### src/rtl/uart_tx_serializer.sv
// 8N1 UART transmit serializer with a baud down-count-free bit timer and optional byte FIFO.
// Define UART_TX_FIFO_EN to compile in the FIFO_DEPTH-entry queue in front of the shifter.
module uart_tx_serializer #(
  parameter int unsigned CLK_DIV    = 16,
  parameter int unsigned FIFO_DEPTH = 16
) (
  input  logic       clk,
  input  logic       rst,
  input  logic [7:0] tx_data,
  input  logic       tx_valid,
  output logic       tx_ready,
  output logic       txd,
  output logic       busy
);

  localparam int unsigned CW = (CLK_DIV > 2) ? $clog2(CLK_DIV) : 1;
  localparam logic [CW-1:0] CNT_LAST = CW'(CLK_DIV - 1);

  typedef enum logic [1:0] {
    IDLE,
    START,
    DATA,
    STOP
  } state_e;

  state_e        state_q, state_d;
  logic [CW-1:0] cnt_q, cnt_d;
  logic [2:0]    idx_q, idx_d;
  logic [7:0]    shift_q, shift_d;
  logic          txd_q, txd_d;
  logic          ready_q, ready_d;
  logic          busy_q, busy_d;

  logic          bit_end;
  logic          handshake;
  logic          pending;
  logic          load;
  logic [7:0]    load_data;

  assign bit_end   = (cnt_q == CNT_LAST);
  assign handshake = tx_valid & ready_q;

`ifdef UART_TX_FIFO_EN
  localparam int unsigned AW   = (FIFO_DEPTH > 2) ? $clog2(FIFO_DEPTH) : 1;
  localparam int unsigned CNTW = AW + 1;
  localparam logic [CNTW-1:0] FULL = CNTW'(FIFO_DEPTH);

  logic [7:0]      mem_q [FIFO_DEPTH];
  logic [AW-1:0]   wptr_q, rptr_q;
  logic [CNTW-1:0] count_q, count_d;
  logic            fifo_empty;
  logic            push;
  logic            pop;

  assign fifo_empty = (count_q == '0);
  // With nothing queued, an accepted byte bypasses the FIFO straight into the shifter.
  assign pending    = !fifo_empty || handshake;
  assign load_data  = fifo_empty ? tx_data : mem_q[rptr_q];
  assign pop        = load && !fifo_empty;
  assign push       = handshake && !(load && fifo_empty);
  assign count_d    = count_q + CNTW'(push) - CNTW'(pop);
  assign ready_d    = (count_d != FULL);
  assign busy_d     = (state_d != IDLE) || (count_d != '0);

  always_ff @(posedge clk or negedge rst) begin
    if (!rst) begin
      wptr_q  <= '0;
      rptr_q  <= '0;
      count_q <= '0;
    end else begin
      count_q <= count_d;
      if (push) wptr_q <= wptr_q + 1'b1;
      if (pop)  rptr_q <= rptr_q + 1'b1;
    end
  end

  always_ff @(posedge clk) begin
    if (push) mem_q[wptr_q] <= tx_data;
  end
`else
  logic unused_cfg;

  assign pending    = handshake;
  assign load_data  = tx_data;
  assign ready_d    = (state_d == IDLE);
  assign busy_d     = (state_d != IDLE);
  assign unused_cfg = load | (FIFO_DEPTH == 0);
`endif

  always_comb begin
    state_d = state_q;
    cnt_d   = cnt_q + 1'b1;
    idx_d   = idx_q;
    shift_d = shift_q;
    txd_d   = txd_q;
    load    = 1'b0;
    case (state_q)
      IDLE: begin
        cnt_d = '0;
        txd_d = 1'b1;
        if (pending) begin
          load    = 1'b1;
          state_d = START;
          shift_d = load_data;
          txd_d   = 1'b0;
        end
      end
      START: begin
        if (bit_end) begin
          state_d = DATA;
          cnt_d   = '0;
          idx_d   = '0;
          txd_d   = shift_q[0];
        end
      end
      DATA: begin
        if (bit_end) begin
          cnt_d = '0;
          idx_d = idx_q + 3'd1;
          if (idx_q == 3'd7) begin
            state_d = STOP;
            txd_d   = 1'b1;
          end else begin
            shift_d = shift_q >> 1;
            txd_d   = shift_q[1];
          end
        end
      end
      STOP: begin
        if (bit_end) begin
          cnt_d = '0;
          // Reloading from the last stop cycle keeps consecutive frames gap-free.
          if (pending) begin
            load    = 1'b1;
            state_d = START;
            shift_d = load_data;
            txd_d   = 1'b0;
          end else begin
            state_d = IDLE;
            txd_d   = 1'b1;
          end
        end
      end
      default: begin
        state_d = IDLE;
        cnt_d   = '0;
        txd_d   = 1'b1;
      end
    endcase
  end

  always_ff @(posedge clk or negedge rst) begin
    if (!rst) begin
      state_q <= IDLE;
      cnt_q   <= '0;
      idx_q   <= '0;
      shift_q <= '0;
      txd_q   <= 1'b1;
      ready_q <= 1'b0;
      busy_q  <= 1'b0;
    end else begin
      state_q <= state_d;
      cnt_q   <= cnt_d;
      idx_q   <= idx_d;
      shift_q <= shift_d;
      txd_q   <= txd_d;
      ready_q <= ready_d;
      busy_q  <= busy_d;
    end
  end

  assign txd      = txd_q;
  assign tx_ready = ready_q;
  assign busy     = busy_q;

endmodule

### config.mk
export PLATFORM = sky130hd
export DESIGN_NAME = uart_tx_serializer
export DESIGN_NICKNAME = d
export VERILOG_FILES = /design/src/rtl/uart_tx_serializer.sv
export SDC_FILE = /design/constraint.sdc
export NUM_CORES = 1
export LEC_CHECK = 0
export CORE_MARGIN = 2
export CORE_UTILIZATION = 38
export CTS_CLUSTER_DIAMETER = 60
export DETAILED_ROUTE_END_ITERATION = 8
export PLACE_DENSITY_LB_ADDON = 0.2
export RECOVER_POWER = 25
export SYNTH_ARGS = -nofsm -noshare
export SYNTH_HDL_FRONTEND = slang
export SYNTH_SLANG_ARGS = --single-unit
### constraint.sdc
create_clock -name clk -period 2.08 [get_ports clk]
set_input_delay 0.416 -clock clk [delete_from_list [all_inputs] [get_ports clk]]
set_output_delay 0.416 -clock clk [all_outputs]
set_load 0.02 [all_outputs]
After elaboration in Yosys (flattened, before gate mapping)
Index checks and enable logic that the tools add are counted.
{ "word_totals": {"register_bits": 20, "input_bits": 11, "output_inout_bits": 3} }
{ "classes": {"addsub": 2, "eq_ne": 9, "muxes": 23, "bitwise_logic": 1, "reduce_logical": 9} }
{ "ops": {"columns": ["op", "n"], "rows": [
  ["8-bit two-way mux", 4],
  ["8-bit case mux with 3 select lines", 1],
  ["2-bit two-way mux", 5],
  ["2-bit != test, second input constant", 4],
  ["2-bit case mux with 4 select lines", 1],
  ["4-bit case mux with 2 select lines", 1],
  ["1-bit two-way mux", 6],
  ["3-bit two-way mux", 2],
  ["3-bit case mux with 2 select lines", 1],
  ["3-bit AND reduction", 2],
  ["4-bit by 1-bit adder with 4-bit output, second input constant", 1],
  ["2-bit equality test, second input constant", 2],
  ["4-bit equality test, second input constant", 1],
  ["2-bit zero test", 2],
  ["4-bit two-way mux", 1],
  ["1-bit case mux with 4 select lines", 1],
  ["4-bit AND reduction", 1],
  ["2-bit nonzero test", 2],
  ["3-bit by 1-bit adder with 3-bit output, second input constant", 1],
  ["3-bit equality test, second input constant", 1],
  ["3-bit nonzero test", 1],
  ["3-bit OR reduction", 1],
  ["2-bit by 1-bit equality test with 1-bit output, second input constant", 1],
  ["1-bit AND", 1]
]} }

Logic depth before layout (Yosys ltp)
Gate-level depths: netlist of the first run.
{ "depth": {"word_depth": 5, "ltp_mapped": 7, "ltp_nobuf": 6} }

Least setup slack after synthesis of the first run
OpenSTA, ideal clock, no wires.
{ "synth_timing": {"kind": "flip-flop to flip-flop", "startpoint": "register cnt_q[0]", "endpoint": "register ready_q (netlist: tx_ready)", "setup_ns": 0.119, "t_arrival_ns": 1.661, "required_ns": 1.961, "path_slack_ns": 0.300, "stages_incl_launch_ff": 7, "path_buffers": 1, "cell_sequence": "dfrtp_1 > ha_1 > and3_1 > buf_6 > or3_1 > a22o_1 > and2_1"} }
{ "synth_via": {"elab_chain_len": 4, "elab_cells_between_ends": 6} }
{ "synth_rtl": {"columns": ["element", "line", "text"], "rows": [
  ["start: declaration", "27", "logic [CW-1:0] cnt_q, cnt_d;"],
  ["start signal: assignment", "163", "cnt_q <= cnt_d;"],
  ["4-bit equality test (*)", "40", "assign bit_end = (cnt_q == CNT_LAST);"],
  ["2-bit two-way mux, on equally long branches", "130, 109, 117", null],
  ["2-bit case mux with 4 select lines (*)", "97", "case (state_q)"],
  ["2-bit zero test (*)", "85", "assign ready_d = (state_d == IDLE);"],
  ["net ready_d", "31", "logic ready_q, ready_d;"],
  ["end signal: assignment", "167", "ready_q <= ready_d;"],
  ["end: declaration", "31", null]
]} }
The timed path passes the listed nets; every way through them passes the cells marked *.
A chain may end at the register's enable or synchronous reset.

Worst setup path in the final report of the first run
{ "layout_timing": {"startpoint": "register state_q[0]", "endpoint": "register shift_q[5]"} }
{ "layout_via": {"elab_chain_len": 3, "elab_cells_between_ends": 9} }
{ "layout_rtl": {"columns": ["element", "line", "text"], "rows": [
  ["start: declaration", "26", "state_e state_q, state_d;"],
  ["start signal: assignment", "162", "state_q <= state_d;"],
  ["2-bit equality test / 2-bit zero test (equally long branches)", "97", null],
  ["2-bit != test (no line) / 3-bit nonzero test (equally long branches)", null, null],
  ["4-bit AND reduction (no line)", null, null],
  ["end signal: assignment", "165", "shift_q <= shift_d;"],
  ["end: declaration", "29", "logic [7:0] shift_q, shift_d;"]
]} }
Several ways; a longest one is shown, not always the timed one.

==> results of run 1 <==
-- registers in the layout (all words and copies together) (netlist names) --
register / flops
txd: 1
tx_ready: 1
busy: 1
cnt_q: 4
idx_q: 3
state_q: 2
shift_q: 8
-- path summary, 6_finish.rpt --
| check | start | slack [ns] | to |
|---|---|---|---|
| max in group asynchronous | rst | 0.68 | state_q[1]$_DFF_PN0_ |
| min reg2reg | idx_q[2]$_DFFE_PN0P_ | 0.51 | idx_q[2]$_DFFE_PN0P_ |
| max reg2reg | state_q[0]$_DFF_PN0_ | 0.19 | shift_q[5]$_DFFE_PN0P_ |
| min in group clk | idx_q[2]$_DFFE_PN0P_ | 0.51 | idx_q[2]$_DFFE_PN0P_ |
| max | state_q[0]$_DFF_PN0_ | 0.19 | shift_q[5]$_DFFE_PN0P_ |
| min | rst | 0.50 | shift_q[6]$_DFFE_PN0P_ |
-- area by class of cell --
| type | instances | area [um^2] |
|---|---|---|
| fillers | 265 | 1450 |
| multi-input cells | 64 | 562 |
| flip-flops and latches | 20 | 502 |
| repair buffers | 18 | 164 |
| well taps | 31 | 38.8 |
| clock buffers | 4 | 26.3 |
| inverters | 5 | 18.8 |
-- per-layer routing --
layer / vias to the layer above / track usage [%] / part of all wire, %
met5: - / 0 / 0
met4: 0 / 4.98 / 0.66
met3: 2 / 3.57 / 3.7
met2: 11 / 21.8 / 47
met1: 358 / 17.2 / 48
li1: 371 / - / -
-- per-stage QoR --
stage	cell area (um^2)	hold WS, ns	instances
2_1_floorplan	1110	0.120	93
3_3_place_gp	1290	0.475	138
3_5_place_dp	1290	0.483	138
4_1_cts	1320	0.434	142
5_1_grt	1310	0.512	142
6_report	1310	0.499	142
-- report_power, final --
part	switching (mW)	internal [mW]
logic	0.0103	0.0164
registers	0	0.389
clock network	0.114	0.0745
total	0.124	0.480
-- Yosys cell counts --
library cell  instances  area share (%)
nor2_2                1            0.56
or3_1                 1            0.56
a21oi_1               4             1.8
mux2_4                7             9.5
and2_1                1            0.56
a311oi_1              1            0.79
nand4b_1              1            0.79
nand3_1               1            0.45
dfrtp_1              19              43
nor2_1                5             1.7
o21ai_1               2            0.90
o21ai_0               5             2.3
a32oi_1               1            0.79
a211oi_1              1            0.68
inv_1                 5             1.7
buf_6                 1             1.0
xnor2_1               1            0.79
nor3_1                2            0.90
nor2b_1               1            0.56
a32o_1                3             2.7
and3_1                1            0.56
nand3_2               1            0.90
clkbuf_1              1            0.34
mux2_2                7             7.1
a2111oi_4             1             2.5
ha_1                  7             7.9
buf_2                 1            0.45
a22o_1                1            0.79
buf_4                 1            0.68
a21o_1                1            0.68
dfstp_2               1             2.4
nand2_1               6             2.0
a31oi_4               1             1.9
-- kinds of logic (layout without fill, tap and decap cells) --
kind of cell	count (synthesis)	in the layout	share of synthesized area (%)
adders and majority gates	7	7	7.89
muxes	14	14	16.6
AOI/OAI and AO/OA	21	21	15.8
and+or+nand+nor	21	21	9.58
DFF	20	20	45.2
xor gates and xnor gates	1	1	0.789
buffers and inverters	9	27	4.17
==> results.yml, run 1 <==
sta:
  finalHoldViolCount: 0
  max_freq_ghz: 0.528
  rsz0062_at_grt: "no"
  worst_pin_slew_ns: 0.616
  tns_ns: 0
  finalSetupViolCount: 0
  slew_headroom_pct: 58.9
  slew_violations: 0
  skew_ns: 0.00792
  post-route-period-util_pct: 91.0
  layout_setup_ws_ns: 0.187
  fin_crit_ns: 1.89
detailed_routing:
  routedWlPerCell_um: 13.8
  drtAntennaViolNets: 0
  dr.pass1.iters: 3
  route.detailed.drc: 0
  vias: 742
  routed_wl_um: 1960
  drt_iter0_markers: 6
  viasPerCell: 5.23
place:
  io_buffers: 13
  place_congestion: 0.703
  dpl.hpwl_um: 1480
  pre_cts_ws_ns: 0.0812
cts:
  hold_buffers: 0
  cts.sinks: 20
  h-tree-depth: 1
  postCtsSetupBuffers: 0
  clock_latency_ns: 0.29
  post_cts_resized: 0
  tritoncts: "yes"
  numCtsBuffers: 3
  cts.path.max_buffers: 2
  clk_pin_slew_ns: 0.11
  root_buffer: "clkbuf_4"
die:
  core_area_um2: 2760
  start_util_pct: 40.2
  rows: 19
  die_w_um: 58.0
  fp.dieArea_um2: 3370
  die_h_um: 58.0
  ioPinCount: 14
critical_path:
  startpoint_type: "flop"
  worstPathMaxFanout: 8
  worstSetupPathType: "reg2reg"
  worst_setup_path_end_kind: "flop"
  path_depth: 5
  slowest_delay_ns: 0.44
  critPathBufInv: 2
  critical_path_arrival_ns: 2.08
  crit_required_ns: 2.26
  r2r_cells: 5
  cp_slowest_cell: "dfrtp_1"
  path_cells: "inv_1, ha_1, buf_4, mux2_2, mux2_4"
  path_delay_family: "multiplexers"
layout:
  nets: 130
  syn_to_final_growth_pct: 18.2
  mostFrequentLayoutCell: "dfrtp_1"
  n_antenna_cell: 0
  drive_gt1_share_pct: 23.4
  final_util_pct: 47.5
  mostFrequentLayoutCells: "dfrtp_1 (19), clkdlybuf4s50_1 (12), mux2_2 (7), mux2_4 (7), ha_1 (7)"
worst_hold_path:
  min_path_type: "in2async"
outcome:
  status: "complete, no violations"
power:
  p_per_area_nw_per_um2: 461
  total_power_mw: 0.604
  leakage_nw: 0.605
  irDropWorstVdd_uv: 328
global_route:
  grt_pass1_vias: 773
  grt_pass1_wl_um: 3440
  grt_max_degree: 12
  grt_usage_pct: 13.4
  grt_overflow_total: 0
  antenna_found_initial: 0
yosys:
  synth-seq-cells: 20
  syn_inst: 93
  syn_area_um2: 1110
  syn_avg_cell_area_um2: 11.9
  ys.warnings.count: 0
  yosysUniqueCellTypes: 33
  yosysSeqAreaShare_pct: 45.2
  synth_nets: 111
job:
  maxCapViolCount: 0
(Power assumes the default switching activity.)
==> run 2: changes to the inputs <==
RECOVER_POWER = 100   (was 25)
==> results.yml, run 2 (synthesis gave the netlist of run 1 again) <==
outcome:
  status: "complete, no violations"
sta:
  post-route-period-util_pct: 92.5
  worst_pin_slew_ns: 0.598
  layout_setup_ws_ns: 0.156
  rsz0062_at_grt: "no"
  finalHoldViolCount: 0
  slew_violations: 0
  skew_ns: 0.00798
  tns_ns: 0
  whs_ns: 0.498
  finalSetupViolCount: 0
  slew_headroom_pct: 60.1
  fin_crit_ns: 1.92
  max_freq_ghz: 0.520
critical_path:
  startpoint_type: "flop"
  worstPathMaxFanout: 8
  critical_path_arrival_ns: 2.10
  worst_setup_path_end_kind: "flop"
  worstSetupPathType: "reg2reg"
  crit_required_ns: 2.26
layout:
  mostFrequentLayoutCell: "dfrtp_1"
  drive_gt1_share_pct: 17.1
  nets: 130
  fillerInstances: 270
  final_cell_area_um2: 1280
  final_util_pct: 46.6
  n_antenna_cell: 0
  instances_no_fill: 142
  syn_to_final_growth_pct: 15.8
  largest_register_ffs: 8
  mostFrequentLayoutCells: "dfrtp_1 (19), clkdlybuf4s50_1 (9), o21ai_0 (7), mux2_2 (7), ha_1 (7)"
  top_register: "shift_q"
  top_regs: "shift_q x8, cnt_q x4, idx_q x3"
power:
  p_per_area_nw_per_um2: 470
  irDropWorstVdd_uv: 328
  leakage_nw: 0.589
  total_power_mw: 0.604
cts:
  root_buffer: "clkbuf_4"
  postCtsSetupBuffers: 0
  cts.path.max_buffers: 2
  post_cts_resized: 0
  h-tree-depth: 1
  tritoncts: "yes"
  clk_pin_slew_ns: 0.11
  numCtsBuffers: 3
  hold_buffers: 0
  clock_latency_ns: 0.29
  cts.sinks: 20
worst_hold_path:
  min_path_type: "in2async"
global_route:
  grt_pass1_vias: 773
  grt_max_degree: 12
  grt_pass1_wl_um: 3440
  grt_usage_pct: 13.4
  antenna_found_initial: 0
  grt_overflow_total: 0
place:
  dpl.hpwl_um: 1480
  io_buffers: 13
  placed_area_um2: 1290
  place_congestion: 0.703
  dp.cells: 138
  pre_cts_ws_ns: 0.0812
die:
  die_h_um: 58.0
  rows: 19
  core_area_um2: 2760
  ioPinCount: 14
  die_w_um: 58.0
  start_util_pct: 40.2
  fp.dieArea_um2: 3370
job:
  maxCapViolCount: 0
detailed_routing:
  routedWlPerCell_um: 13.8
  dr.pass1.iters: 3
  drtAntennaViolNets: 0
  drt_iter0_markers: 12
  viasPerCell: 5.19
  route.detailed.drc: 0
  routed_wl_um: 1960
  vias: 737
[run 2: cell types whose count changed in the layout (fill, tap and decap cells not counted), sizes merged]
| cell | change |
|---|---|
| dlygate4sd3 | +3 |
| buf | -1 |
| clkdlybuf4s50 | -3 |
| clkbuf | +1 |
[run 2: final cells by class]
class | instances | area, um^2 | share of cell area [%]
timing repair buffer | 18 | 160 | 12.5
multi-input combinational | 64 | 539 | 42.0
sequential | 20 | 502 | 39.0
clock buffer | 4 | 26.3 | 2.04
inverter | 5 | 18.8 | 1.46
tap | 31 | 38.8 | 3.02
[run 2: worst paths after layout]
kind | slack (ns) | from | endpoint | cells past startpoint
min in group clk | 0.51 | shift_q[4]$_DFFE_PN0P_ | shift_q[4]$_DFFE_PN0P_ | 1
max | 0.16 | state_q[0]$_DFF_PN0_ | shift_q[5]$_DFFE_PN0P_ | 5
max reg2reg | 0.16 | state_q[0]$_DFF_PN0_ | shift_q[5]$_DFFE_PN0P_ | 5
max in group asynchronous | 0.70 | rst | state_q[1]$_DFF_PN0_ | 2
min reg2reg | 0.51 | shift_q[4]$_DFFE_PN0P_ | shift_q[4]$_DFFE_PN0P_ | 1
min | 0.50 | rst | shift_q[6]$_DFFE_PN0P_ | 1
[run 2: report_power, final]
part	switching [mW]	internal, mW
clock network	0.114	0.0745
logic	0.0101	0.0164
registers	0	0.389
total	0.124	0.480
[run 2: critical path: stages, from the launching register on]
cell and delay [ns]:
dfrtp_1 0.45, inv_1 0.13, ha_1 0.38, buf_4 0.24, mux2_2 0.33, mux2_1 0.28
[run 2: metal layers]
layer  wire length, um  global-route usage [%]  up-vias
met5                 0                       0        -
met4                13                    4.98        0
met3                73                    3.57        2
met2               936                    21.8       11
met1               931                    17.2      354
li1                  -                       -      370
==> run 3: changes to the inputs <==
CORE_MARGIN = not set   (was 2)
==> results.yml, run 3 (synthesis gave the netlist of run 1 again) <==
outcome:
  status: "complete, no violations"
layout:
  instances_no_fill: 142
  n_antenna_cell: 0
  mostFrequentLayoutCell: "dfrtp_1"
  syn_to_final_growth_pct: 17.2
  top_register: "shift_q"
  top_regs: "shift_q x8, cnt_q x4, idx_q x3"
  largest_register_ffs: 8
  nets: 130
  mostFrequentLayoutCells: "dfrtp_1 (19), clkdlybuf4s50_1 (9), o21ai_0 (7), mux2_2 (7), ha_1 (7)"
  drive_gt1_share_pct: 21.6
die:
  die_h_um: 56.0
  ioPinCount: 14
  die_w_um: 56.0
  start_util_pct: 40.2
  core_area_um2: 2760
  rows: 19
  fp.dieArea_um2: 3140
sta:
  layout_setup_ws_ns: 0.156
  fin_crit_ns: 1.92
  worst_pin_slew_ns: 0.574
  post-route-period-util_pct: 92.5
  finalHoldViolCount: 0
  skew_ns: 0.00454
  rsz0062_at_grt: "no"
  slew_headroom_pct: 61.7
  tns_ns: 0
  max_freq_ghz: 0.520
  finalSetupViolCount: 0
  slew_violations: 0
  whs_ns: 0.498
detailed_routing:
  dr.pass1.iters: 4
  vias: 753
  routed_wl_um: 1890
  drt_iter0_markers: 16
  route.detailed.drc: 0
  viasPerCell: 5.30
  drtAntennaViolNets: 0
  routedWlPerCell_um: 13.3
global_route:
  grt_usage_pct: 13.1
  grt_overflow_total: 0
  grt_max_degree: 12
  antenna_found_initial: 0
  grt_pass1_vias: 747
  grt_pass1_wl_um: 3190
place:
  dp.cells: 138
  dpl.hpwl_um: 1470
  pre_cts_ws_ns: 0.0769
  io_buffers: 13
  place_congestion: 0.725
cts:
  clk_pin_slew_ns: 0.12
  postCtsSetupBuffers: 0
  clock_latency_ns: 0.29
  hold_buffers: 0
  numCtsBuffers: 3
  cts.path.max_buffers: 2
  tritoncts: "yes"
  cts.sinks: 20
  root_buffer: "clkbuf_4"
  post_cts_resized: 0
  h-tree-depth: 1
critical_path:
  path_cells: "dlygate4sd3_1"
  critPathBufInv: 1
  worst_setup_path_end_kind: "output port"
  slowest_delay_ns: 0.67
  startpoint_type: "flop"
  worstSetupPathType: "reg2out"
  cp_slowest_cell: "dlygate4sd3_1"
  worstPathMaxFanout: 2
  path_delay_family: "buffers and inverters"
  critical_path_arrival_ns: 1.51
  crit_required_ns: 1.66
power:
  total_power_mw: 0.608
  p_per_area_nw_per_um2: 467
  leakage_nw: 0.601
  irDropWorstVdd_uv: 230
worst_hold_path:
  min_path_type: "in2async"
job:
  maxCapViolCount: 0
==> run 3: final cells by class <==
cell class,instances,area (um^2)
Inverter,5,18.8
Sequential cell,20,502
Multi-Input combinational cell,64,558
Clock buffer,4,26.3
Timing Repair Buffer,18,158
Tap cell,31,38.8
Fill cell,256,1460
==> run 3: per-stage QoR <==
stage | area [um^2] | util (%)
after floorplan | 1110 | -
after global placement | 1290 | 46.7
after detailed placement | 1290 | 46.7
after CTS | 1320 | 47.7
after global routing | 1300 | 47.2
final | 1300 | 47.2
==> run 3: worst register-to-register path, cell delays in order (launching register included) <==
cell	delay, ns
dfrtp_1	0.45
inv_1	0.12
ha_1	0.27
clkbuf_2	0.30
mux2_2	0.37
mux2_1	0.28
==> run 3: final timing paths <==
path / from / endpoint / slack [ns] / depth (start not counted)
max: txd$_DFFE_PN1P_ / txd / 0.16 / 1
min: rst / shift_q[3]$_DFFE_PN0P_ / 0.50 / 1
max reg2reg: state_q[0]$_DFF_PN0_ / shift_q[4]$_DFFE_PN0P_ / 0.19 / 5
min reg2reg: cnt_q[0]$_DFF_PN0_ / cnt_q[0]$_DFF_PN0_ / 0.50 / 1
max in group asynchronous: rst / idx_q[1]$_DFFE_PN0P_ / 0.73 / 2
min in group clk: cnt_q[0]$_DFF_PN0_ / cnt_q[0]$_DFF_PN0_ / 0.50 / 1
==> run 3: per-layer routing <==
metal  global-route usage (%)  vias to the layer above  wire, um
met5                        0                        -         0
met4                     6.27                        0        28
met3                     2.33                        4        76
met1                     17.2                      360       939
met2                     20.9                       20       849
li1                         -                      369         -
==> run 3: where the power goes <==
part / internal (mW) / switching, mW
clock: 0.0745 / 0.118
combinational: 0.0164 / 0.0101
sequential: 0.389 / 0
